==> src/rtl/univ_shift_reg_pkg.sv <==
// Shared definitions for the universal shift register: mode encodings and
// the counter-width helper used to size the shift count.
package univ_shift_reg_pkg;

    typedef enum logic [2:0] {
        MODE_HOLD = 3'b000,
        MODE_SHL  = 3'b001,
        MODE_SHR  = 3'b010,
        MODE_ROL  = 3'b011,
        MODE_ROR  = 3'b100,
        MODE_LOAD = 3'b101,
        MODE_ASR  = 3'b110,
        MODE_CLR  = 3'b111
    } mode_e;

    // Ceiling log2; clog2(1) = 0. Used in port widths, so it must stay constant-evaluable.
    function automatic int clog2(input int n);
        int r;
        r = 0;
        while ((1 << r) < n) r++;
        return r;
    endfunction

    function automatic logic is_shift(input logic [2:0] mode);
        return (mode == MODE_SHL) || (mode == MODE_SHR) || (mode == MODE_ROL) ||
               (mode == MODE_ROR) || (mode == MODE_ASR);
    endfunction

endpackage

==> src/rtl/univ_shift_reg_shift_cnt.sv <==
// Saturating shift counter with a one-cycle done pulse on reaching WIDTH.
module shift_cnt
    import univ_shift_reg_pkg::*;
#(
    parameter int WIDTH = 8,
    parameter int CW    = clog2(WIDTH + 1)
) (
    input  logic          clk,
    input  logic          rst,
    input  logic          en,
    input  logic          inc,
    input  logic          clr,
    output logic [CW-1:0] cnt,
    output logic          done
);

    localparam logic [CW-1:0] CNT_MAX = CW'(WIDTH);
    localparam logic [CW-1:0] CNT_ONE = CW'(1);

    logic [CW-1:0] cnt_q, cnt_d;
    logic          done_q, done_d;

    // NOTE: defaults first so every path assigns cnt_d/done_d and no latch is inferred.
    always_comb begin
        cnt_d  = cnt_q;
        done_d = 1'b0;
        if (en) begin
            if (clr) begin
                cnt_d = '0;
            end else if (inc && (cnt_q < CNT_MAX)) begin
                cnt_d  = cnt_q + CNT_ONE;
                done_d = (cnt_q == CNT_MAX - CNT_ONE);
            end
        end
    end

    // NOTE: sequential state uses non-blocking assignments; reset is synchronous, active-low.
    always_ff @(posedge clk) begin
        if (!rst) begin
            cnt_q  <= '0;
            done_q <= 1'b0;
        end else begin
            cnt_q  <= cnt_d;
            done_q <= done_d;
        end
    end

    assign cnt  = cnt_q;
    assign done = done_q;

endmodule

==> src/rtl/univ_shift_reg.sv <==
// Parametrised universal shift register: shifts, rotates, load and clear,
// with a shift counter that flags completion of WIDTH shifts since load.
module univ_shift_reg
    import univ_shift_reg_pkg::*;
#(
    parameter int               WIDTH   = 8,
    parameter logic [WIDTH-1:0] RST_VAL = '0
) (
    input  logic                         clk,
    input  logic                         rst,
    input  logic                         en,
    input  logic [2:0]                   mode,
    input  logic [WIDTH-1:0]             din,
    input  logic                         sin_l,
    input  logic                         sin_r,
    output logic [WIDTH-1:0]             dout,
    output logic                         sout_l,
    output logic                         sout_r,
    output logic [clog2(WIDTH+1)-1:0]    cnt,
    output logic                         done
);

    logic [WIDTH-1:0] dout_q, dout_d;

    always_comb begin
        dout_d = dout_q;
        if (en) begin
            case (mode)
                MODE_HOLD: dout_d = dout_q;
                MODE_SHL:  dout_d = {dout_q[WIDTH-2:0], sin_r};
                MODE_SHR:  dout_d = {sin_l, dout_q[WIDTH-1:1]};
                MODE_ROL:  dout_d = {dout_q[WIDTH-2:0], dout_q[WIDTH-1]};
                MODE_ROR:  dout_d = {dout_q[0], dout_q[WIDTH-1:1]};
                MODE_LOAD: dout_d = din;
                MODE_ASR:  dout_d = {dout_q[WIDTH-1], dout_q[WIDTH-1:1]};
                MODE_CLR:  dout_d = '0;
                default:   dout_d = dout_q;
            endcase
        end
    end

    always_ff @(posedge clk) begin
        if (!rst) dout_q <= RST_VAL;
        else      dout_q <= dout_d;
    end

    // Load and clear both re-arm the counter; clr takes priority over inc inside shift_cnt.
    shift_cnt #(.WIDTH(WIDTH)) u_shift_cnt (
        .clk  (clk),
        .rst  (rst),
        .en   (en),
        .inc  (is_shift(mode)),
        .clr  ((mode == MODE_LOAD) || (mode == MODE_CLR)),
        .cnt  (cnt),
        .done (done)
    );

    assign dout   = dout_q;
    assign sout_l = dout_q[WIDTH-1];
    assign sout_r = dout_q[0];

endmodule

==> config.mk <==
export PLATFORM = sky130hd
export DESIGN_NAME = univ_shift_reg
export DESIGN_NICKNAME = d
export VERILOG_FILES = /design/src/rtl/univ_shift_reg_pkg.sv /design/src/rtl/univ_shift_reg_shift_cnt.sv /design/src/rtl/univ_shift_reg.sv
export SDC_FILE = /design/constraint.sdc
export NUM_CORES = 1
export LEC_CHECK = 0
export CORE_UTILIZATION = 59
export DETAILED_ROUTE_END_ITERATION = 10
export DONT_BUFFER_PORTS = 1
export PLACE_DENSITY_LB_ADDON = 0.08
export SETUP_SLACK_MARGIN = 0.4
export SLEW_MARGIN = 25
export SYNTH_ARGS = -nofsm -noshare
export SYNTH_HDL_FRONTEND = slang
export SYNTH_SLANG_ARGS = --single-unit
==> constraint.sdc <==
create_clock -name clk -period 3.15 [get_ports clk]
set_input_delay 0.4725 -clock clk [delete_from_list [all_inputs] [get_ports clk]]
set_output_delay 0.4725 -clock clk [all_outputs]
set_load 0.1 [all_outputs]
==> reports/results.tsv <==
metric	value	unit
cts_buffer_depth	2	
setup_viol	0	
final_common_cell	nand2_1	
antenna_found_initial	0	
cts_tree	done	
wl_per_cell	15.0	µm
finalHoldViolations	0	
syn-num-nets	115	
setup_tns	0	ns
maxCapViolations	0	
post_cts_buffers	0	
cts.sinks	13	
gp_congestion	0.779	
postCtsHoldBufs	0	
start_util	67.2	%
dp_hpwl	1.18	mm
min_period_over_period	56.6	%
synth-seq-cells	13	
core_area	1170	µm²
overflow	0	
ys_seq_area_share	33.1	%
syn_to_final_growth	-0.318	%
diodes	0	
power	0.425	mW
die_y	38.5	µm
synth_cells	98	
viasPerCell	6.13	
rsz0062_at_grt	no	
cts_root_buf	clkbuf_4	
drtPass1Iterations	4	
setup_slack	1.37	ns
grt_first_pass_wirelength	2.53	mm
power_density	542	nW/µm²
period_needed	1.78	ns
cp_max_fo	5	
hp-class	in -> reg	
grt_use_total	24.8	%
grt_max_degree	14	
ff2ff_path_depth	3	
tightest_slew	1.06	ns
drt-total-wl	1.67	mm
fp-row-count	12	
cp.required	2.68	ns
cts_buffers	3	
slew_headroom	29.6	%
syn_avg_cell_area	8.03	µm²
p_leak	0.283	nW
grt_pass1_vias	605	
cts_resized	0	
drive_gt1_share	12.4	%
cp-start-kind	flip-flop	
status	complete, no violations	
drt_iter0_markers	17	
synthDistinctLibCells	29	
fin_nets	115	
stdcell_count	111	
fin_worst_skew	0.00310	ns
crit_cells	0	
vdd_drop_max	342	µV
vias	680	
place_inst	107	
clk_latency	0.27	ns
yosysWarnings	0	
io_buffers	0	
die-area	1480	µm²
synth-main-ff-cell	dfxtp_1	
worstPathArrival	1.31	ns
dpl_worst_slack	1.60	ns
synthArstFlopShare	0	%
path_clk_slew	0.08	ns
final_cell_mix	nand2_1 (16), dfxtp_1 (11), a21oi_1 (9), nor2_1 (8), o21ai_0 (7)	
fp.dieW	38.5	µm
h-tree-depth	1	
drtAntennaViolNets	0	
synth_enable_flop_cells	0	
io_pins	31	
slew_violations	0	
worstSetupPathType	reg -> out	
fmax	561	MHz
drc_errors	0	
cp-end-kind	primary output	
synth_area	787	µm²
worstHoldPathCells	1	
-- stage by stage --
stage          area [µm²]  hold WS (ns)  util, %
2_1_floorplan         787         0.672        -
3_3_place_gp          758         0.478     64.7
3_5_place_dp          758         0.485     64.7
4_1_cts               785         0.314     67.0
5_1_grt               785         0.307     67.0
6_report              785         0.316     67.0
-- cell usage after synthesis (all sizes together) (2+ instances only) --
master	instances	area, µm²
inv	2	7.51
buf	8	71.3
o22ai	3	18.8
o21ai	7	35.0
nand2	17	66.3
dfxtp	13	260
a41oi	6	52.6
nor2	8	30.0
or2	6	37.5
xor2	3	26.3
a21oi	9	45.0
mux2i	2	20.0
-- report_power, final --
part / internal, mW / switching, mW
registers: 0.175 / 0.0656
clock network: 0.0489 / 0.0539
logic: 0.0255 / 0.0570
-- routing by layer --
layer,GRT usage (%),part of all wire (%),up-vias
li1,-,-,343
met1,31.9,48,306
met2,40.0,44,29
met3,6.40,7.0,2
met4,7.76,0.96,0
met5,0,0,-
-- final cells by class --
cell class / instances / area [µm²]
Fill cell: 103 / 387
Sequential cell: 13 / 263
Timing Repair Buffer: 4 / 30.0
Inverter: 2 / 7.51
Tap cell: 14 / 17.5
Multi-Input combinational cell: 74 / 440
Clock buffer: 4 / 26.3
-- cell families (layout without fill, tap and decap cells) --
logic type / after synthesis / after routing / synth area share [%]
simple gates: 37 / 37 / 22.1
compound gates: 31 / 31 / 26.4
flops: 13 / 13 / 33.1
buf+inv: 11 / 10 / 11.0
xor+xnor: 3 / 3 / 3.34
mux: 2 / 2 / 2.54
fa+ha+maj: 1 / 1 / 1.59
-- registers in the layout (all words and copies together) (netlist names) --
name / cells
dout: 8
u_shift_cnt.cnt: 4
u_shift_cnt.done: 1
-- worst paths after layout --
| check | slack, ns | end | startpoint |
|---|---|---|---|
| max | 1.37 | sout_l | dout[7] |
| min | 0.32 | dout[6] | en |
| max reg2reg | 1.58 | dout[7] | dout[6] |
| min reg2reg | 0.50 | dout[0] | dout[0] |
Note: power is estimated with default switching activity, not from simulation.
